## config.mk

```make
export PLATFORM = sky130hd
export DESIGN_NAME = capture_ctrl_gen2_flat
export DESIGN_NICKNAME = d
export VERILOG_FILES = /design/src/rtl/capture_ctrl_gen2_if.sv /design/src/rtl/capture_ctrl_gen2.sv /design/src/flat_wrapper.sv
export SDC_FILE = /design/constraint.sdc
export NUM_CORES = 1
export LEC_CHECK = 0
export BUFFER_PORTS_ARGS = -buffer_cell sky130_fd_sc_hd__buf_4
export CAP_MARGIN = 10
export CORE_MARGIN = 1
export CORE_UTILIZATION = 40
export CTS_BUF_LIST = sky130_fd_sc_hd__clkbuf_2
export DETAILED_ROUTE_END_ITERATION = 16
export GPL_TIMING_DRIVEN = 1
export HOLD_SLACK_MARGIN = 0.15
export PLACE_DENSITY = 0.57
export SYNTH_ARGS = -nofsm -noshare
export SYNTH_HDL_FRONTEND = slang
export SYNTH_SLANG_ARGS = --single-unit
export TNS_END_PERCENT = 5
```

## constraint.sdc

```tcl
create_clock -name clk -period 4.4 [get_ports clk]
set_input_delay 0.88 -clock clk [delete_from_list [all_inputs] [get_ports clk]]
set_output_delay 0.88 -clock clk [all_outputs]
set_load 0.01 [all_outputs]
```

## src/rtl/capture_ctrl_gen2_if.sv

```systemverilog
// Write-side bus of the capture controller: RAM write port plus capture status.
interface capture_ctrl_gen2_if #(
  parameter int AW = 9
);
  logic          we;
  logic [AW-1:0] waddr;
  logic [AW-1:0] trig_addr;
  logic          armed;
  logic          set_capture_done;
  logic          busy;

  modport master (
    output we, waddr, trig_addr, armed, set_capture_done, busy
  );

  modport slave (
    input we, waddr, trig_addr, armed, set_capture_done, busy
  );
endinterface

```

## src/rtl/capture_ctrl_gen2.sv

```systemverilog
// Circular-buffer capture controller: pre-trigger fill, trigger, post-trigger count.
// Optional sample decimation is enabled by defining CAPTURE_DECIM_EN.
module capture_ctrl_gen2 #(
  parameter int ENTRIES = 384,
  parameter int AW      = 9,
  parameter int PW      = 16
) (
  input  logic          clk,
  input  logic          rst_n,
  input  logic          wrt_smpl,
  input  logic          run,
  input  logic          auto_rearm,
  input  logic          triggered,
  input  logic          capture_done,
  input  logic [PW-1:0] trig_pos,
`ifdef CAPTURE_DECIM_EN
  input  logic [3:0]    decim,
`endif
  capture_ctrl_gen2_if.master cap
);

  typedef enum logic [2:0] {
    S_IDLE  = 3'd0,
    S_PRE   = 3'd1,
    S_ARMED = 3'd2,
    S_POST  = 3'd3,
    S_DONE  = 3'd4
  } state_t;

  localparam logic [16:0]   ENT17 = 17'(ENTRIES);
  localparam logic [AW-1:0] LAST  = AW'(ENTRIES - 1);

  // Post-trigger length clamped into 1..ENTRIES.
  function automatic logic [16:0] clamp_post(input logic [PW-1:0] tp);
    logic [31:0] tp32;
    tp32 = 32'(tp);
    if (tp32 == 32'd0)
      return 17'd1;
    else if (tp32 >= 32'(ENTRIES))
      return ENT17;
    else
      return 17'(tp32);
  endfunction

  function automatic logic [15:0] sat_inc16(input logic [15:0] v);
    return (v == 16'hFFFF) ? v : v + 16'd1;
  endfunction

  function automatic logic [AW-1:0] wrap_inc(input logic [AW-1:0] a);
    return (a == LAST) ? '0 : a + AW'(1);
  endfunction

  state_t        state, state_next;
  logic [AW-1:0] waddr, trig_addr;
  logic          armed;
  logic [15:0]   pre_cnt, post_cnt;
  logic [16:0]   p_eff, q_eff;
  logic          strb;
  logic          busy_c, we_c, done_c;
  logic          trig_acc, pre_hit, post_hit;

  assign p_eff    = clamp_post(trig_pos);
  assign q_eff    = ENT17 - p_eff;
  assign pre_hit  = ({1'b0, pre_cnt} + 17'd1) >= q_eff;
  assign post_hit = ({1'b0, post_cnt} + 17'd1) >= p_eff;
  // An abort in the same cycle suppresses the trigger.
  assign trig_acc = (state == S_ARMED) && run && triggered && we_c;

`ifdef CAPTURE_DECIM_EN
  logic [3:0] div_cnt;
  logic       pre_entry;

  assign pre_entry = (state_next == S_PRE) && (state != S_PRE);
  assign strb      = wrt_smpl && (div_cnt == decim);

  always_ff @(posedge clk or negedge rst_n) begin
    if (!rst_n)
      div_cnt <= 4'd0;
    else if (pre_entry)
      div_cnt <= 4'd0;
    else if (wrt_smpl)
      div_cnt <= (div_cnt == decim) ? 4'd0 : div_cnt + 4'd1;
  end
`else
  assign strb = wrt_smpl;
`endif

  // State register
  always_ff @(posedge clk or negedge rst_n) begin
    if (!rst_n)
      state <= S_IDLE;
    else
      state <= state_next;
  end

  // Next-state logic; a dropped run wins over any write or completion.
  always_comb begin
    state_next = state;
    unique case (state)
      S_IDLE: begin
        if (run)
          state_next = S_PRE;
      end
      S_PRE: begin
        if (!run)
          state_next = S_IDLE;
        else if ((q_eff == 17'd0) || (we_c && pre_hit))
          state_next = S_ARMED;
      end
      S_ARMED: begin
        if (!run)
          state_next = S_IDLE;
        else if (trig_acc)
          state_next = (p_eff == 17'd1) ? S_DONE : S_POST;
      end
      S_POST: begin
        if (!run)
          state_next = S_IDLE;
        else if (we_c && post_hit)
          state_next = S_DONE;
      end
      S_DONE: begin
        if (!capture_done)
          state_next = (auto_rearm && run) ? S_PRE : S_IDLE;
      end
      default: state_next = S_IDLE;
    endcase
  end

  // Combinational outputs
  always_comb begin
    busy_c = (state == S_PRE) || (state == S_ARMED) || (state == S_POST);
    we_c   = strb && busy_c;
    done_c = 1'b0;
    if (state == S_ARMED)
      done_c = trig_acc && (p_eff == 17'd1);
    else if (state == S_POST)
      done_c = run && we_c && post_hit;
  end

  // Address, counters and trigger bookkeeping
  always_ff @(posedge clk or negedge rst_n) begin
    if (!rst_n) begin
      waddr     <= '0;
      trig_addr <= '0;
      armed     <= 1'b0;
      pre_cnt   <= 16'd0;
      post_cnt  <= 16'd0;
    end else begin
      armed <= (state_next == S_ARMED) || (state_next == S_POST);
      if ((state == S_IDLE) && (state_next == S_PRE)) begin
        waddr    <= '0;
        pre_cnt  <= 16'd0;
        post_cnt <= 16'd0;
      end else if ((state == S_DONE) && (state_next == S_PRE)) begin
        // Re-arm keeps waddr so the ring stays continuous.
        pre_cnt  <= 16'd0;
        post_cnt <= 16'd0;
      end else begin
        if (we_c)
          waddr <= wrap_inc(waddr);
        if ((state == S_PRE) && we_c)
          pre_cnt <= sat_inc16(pre_cnt);
        if (trig_acc) begin
          trig_addr <= waddr;
          post_cnt  <= 16'd1;
        end else if ((state == S_POST) && we_c) begin
          post_cnt <= post_cnt + 16'd1;
        end
      end
    end
  end

  assign cap.we               = we_c;
  assign cap.waddr            = waddr;
  assign cap.trig_addr        = trig_addr;
  assign cap.armed            = armed;
  assign cap.set_capture_done = done_c;
  assign cap.busy             = busy_c;

endmodule

```

## src/flat_wrapper.sv

```systemverilog
// flat-port wrapper written by rule: the top's interface ports become plain ports
module capture_ctrl_gen2_flat 
#(
  parameter int ENTRIES = 384,
  parameter int AW      = 9,
  parameter int PW      = 16
)
  (clk, rst_n, wrt_smpl, run, auto_rearm, triggered, capture_done, trig_pos, cap_we, cap_waddr, cap_trig_addr, cap_armed, cap_set_capture_done, cap_busy);
  capture_ctrl_gen2_if #(.AW(AW)) cap_i ();
  input  logic clk;
  input  logic rst_n;
  input  logic wrt_smpl;
  input  logic run;
  input  logic auto_rearm;
  input  logic triggered;
  input  logic capture_done;
  input  logic [PW-1:0] trig_pos;
  output wire logic [$bits(cap_i.we)-1:0] cap_we;
  output wire logic [$bits(cap_i.waddr)-1:0] cap_waddr;
  output wire logic [$bits(cap_i.trig_addr)-1:0] cap_trig_addr;
  output wire logic [$bits(cap_i.armed)-1:0] cap_armed;
  output wire logic [$bits(cap_i.set_capture_done)-1:0] cap_set_capture_done;
  output wire logic [$bits(cap_i.busy)-1:0] cap_busy;
  assign cap_we = cap_i.we;
  assign cap_waddr = cap_i.waddr;
  assign cap_trig_addr = cap_i.trig_addr;
  assign cap_armed = cap_i.armed;
  assign cap_set_capture_done = cap_i.set_capture_done;
  assign cap_busy = cap_i.busy;
  capture_ctrl_gen2 #(.ENTRIES(ENTRIES), .AW(AW), .PW(PW)) u_core (.clk(clk), .rst_n(rst_n), .wrt_smpl(wrt_smpl), .run(run), .auto_rearm(auto_rearm), .triggered(triggered), .capture_done(capture_done), .trig_pos(trig_pos), .cap(cap_i));
endmodule
```

==> flow_metrics.tcl <==
set metrics [dict create \
    status "complete, no violations" \
    finalCritPeriodShare_pct 98.4 \
    slew_viol_final 0 \
    ys_seq_area_share_pct 33.0 \
    crit_arrival_ns 3.45 \
    cts_sinks 54 \
    r2r_setup_slack_ns 1.09 \
    final_util_pct 49.8 \
    cp_data_required_time_ns 3.52 \
    drive_gt1_share_pct 23.7 \
    rows 36 \
    cts_buffers 5 \
    ant_nets 0 \
    dpl.hpwl_um 6870 \
    final_cell_mix "buf_4, nand2_1, nor2_1, dfrtp_1, ha_1" \
    syn_inst 460 \
    drc 0 \
    fin_setup_tns_ns 0 \
    cp_max_fo 3 \
    seq_area_um2 1360 \
    tritoncts "done" \
    pre_cts_ws_ns 0.0598 \
    rr_startpoint "u_core.pre_cnt[0]" \
    layout_commonest_cell "buf_4" \
    ys_warn_count 0 \
    clk_pin_slew_ns 0.29 \
    first_pass_iters 4 \
    max_freq_mhz 231 \
    portBuffers 44 \
    reg2reg_to "u_core.state[0]" \
    path_class "flip-flop to output pin" \
    synth_area_leader_cell "dfrtp_1" \
    cts_buffer_depth 2 \
    rsz0062_at_grt "yes" \
    fin_skew_ns 0.0106 \
    wirelength_um 9860 \
    period_needed_ns 4.33 \
    antenna_found_initial 0 \
    synth-main-ff-cell "dfrtp_1" \
    synth.area.top_cells "dfrtp_1, ha_1, xor2_1" \
    dieHeight_um 103 \
    reg2reg_depth 12 \
    synth_cell_types 66 \
    overflow 0 \
    routabilityCongestion 0.883 \
    dieArea_um2 10700 \
    wire_per_inst_um 14.9 \
    p_leak_nw 2.36 \
    diodes 0 \
    synth-edff-count 0 \
    die_x_um 103 \
    nets 589 \
    relSlewSlack_pct 50.6 \
    peakVddDrop_mv 0.237 \
    core_um2 9860 \
    cts_hold_buffers 0 \
    maxCapViolCount 0 \
    finalWorstSetupSlack_ns 0.0685 \
    worstSetupStartpoint "u_core.post_cnt[0]" \
    ys_ff_latch 54 \
    synth_area_um2 4100 \
    viasPerCell 5.29 \
    num_vias 3494 \
    area_delta_synth_final_pct 19.8 \
    avgSynthCellArea_um2 8.91 \
    fillers 933 \
    yosysTopAreaCellShare_pct 33.0 \
    track_usage_pct 19.4 \
    clockRootBuffer "clkbuf_2" \
    fin_hold_ws_ns 0.427 \
    final-hold-violation-count 0 \
    async_flop_share_pct 100 \
    grt_max_degree 55 \
    min_path_type "input pin to async pin" \
    multi_input_comb_area_um2 2780 \
    insertion_delay_ns 0.46 \
    cp-end-kind "output pin" \
    grt_pass1_wl_um 16200 \
    htree_num_levels 2 \
    grt_pass1_vias 3351 \
    initial_core_util_pct 41.5 \
    io_pins 45 \
    start_kind "flip-flop" \
    setup_viol 0 \
    worst_slew_pin_slew_ns 0.742 \
    first_iter_violations 113 \
    powerDensity_nw_per_um2 253 \
]
cell type report:
type / instances / area share (%)
clock buffers: 5 / 0.510
clock inverters: 2 / 0.280
inverters: 7 / 0.535
multi-input cells: 389 / 56.7
flip-flops and latches: 54 / 27.7
well taps: 133 / 3.39
repair buffers: 71 / 10.9
metrics by stage:
step | power, mW | instance area, µm² | instances
2_1_floorplan | 0.884 | 4140 | 470
3_3_place_gp | 1.02 | 4590 | 634
3_5_place_dp | 1.02 | 4590 | 634
4_1_cts | 1.25 | 4760 | 653
5_1_grt | 1.31 | 4910 | 661
6_report | 1.24 | 4910 | 661
cells in the mapped netlist, types with 10 or more instances:
master	number
nand2_1	55
dfrtp_1	54
nor2_1	50
ha_1	38
xor2_1	34
nand3_1	24
xnor2_1	21
a21oi_1	20
o21ai_0	17
clkbuf_1	12
nand4_1	11
and3_1	10
mux2_2	10
flip-flops by register name (all words and copies together) (netlist names):
| name | flops |
|---|---|
| u_core.cap.armed | 1 |
| u_core.cap.trig_addr | 9 |
| u_core.cap.waddr | 9 |
| u_core.post_cnt | 16 |
| u_core.pre_cnt | 16 |
| u_core.state | 3 |
power by group:
group / internal (mW) / switching (mW) / total [mW]
combinational: 0.180 / 0.248 / 0.428
clock: 0.0379 / 0.173 / 0.211
sequential: 0.542 / 0.0585 / 0.601
total: 0.761 / 0.479 / 1.24
kinds of logic (layout without fill, tap and decap cells):
kind of cell / after synthesis / after routing / synth area share (%)
muxes: 13 / 13 / 3.48
buffers and inverters: 27 / 85 / 2.93
xor gates and xnor gates: 55 / 55 / 11.8
DFF: 54 / 54 / 33.0
AOI/OAI and AO/OA: 67 / 67 / 10.7
other: 1 / 11 / 0.0915
adders and majority gates: 38 / 38 / 11.6
and+or+nand+nor: 205 / 205 / 26.4
critical path, cell delays in order (launching register included):
cell and delay [ns]:
dfrtp_2 0.49, nand3_4 0.09, or4_4 0.53, or2_4 0.28, xnor2_4 0.18, ha_4 0.23, a21oi_2 0.11, nand2_1 0.07
a221oi_2 0.34, a21oi_2 0.12, o211ai_1 0.30, nand2_1 0.12, buf_6 0.14
how the worst max path moves through the flow:
| stage | end | slack, ns | cells past startpoint |
|---|---|---|---|
| global route | cap_set_capture_done | -0.09 | 12 |
| detailed placement | cap_set_capture_done | 0.06 | 12 |
| floorplan | u_core.state[0] | 0.37 | 16 |
| finish | cap_set_capture_done | 0.07 | 12 |
| CTS | cap_set_capture_done | 0.002 | 13 |
| global placement | cap_set_capture_done | 0.07 | 12 |
what timing repair did:
item | CTS | global route
endpoints found under the hold margin | 0 | 0
buffers inserted | 12 | 8
gates resized for setup | 13 | 16
gates cloned | 0 | 0
setup endpoints to repair | 1 | 1
pin swaps | 4 | 16
per-layer routing:
metal  wire length [µm]  track usage [%]
met1               5000             28.5
met2               4500             30.7
met3                346             2.62
met4                  8             3.36
met5                  0                0
Power figures use the tool's default switching activity.
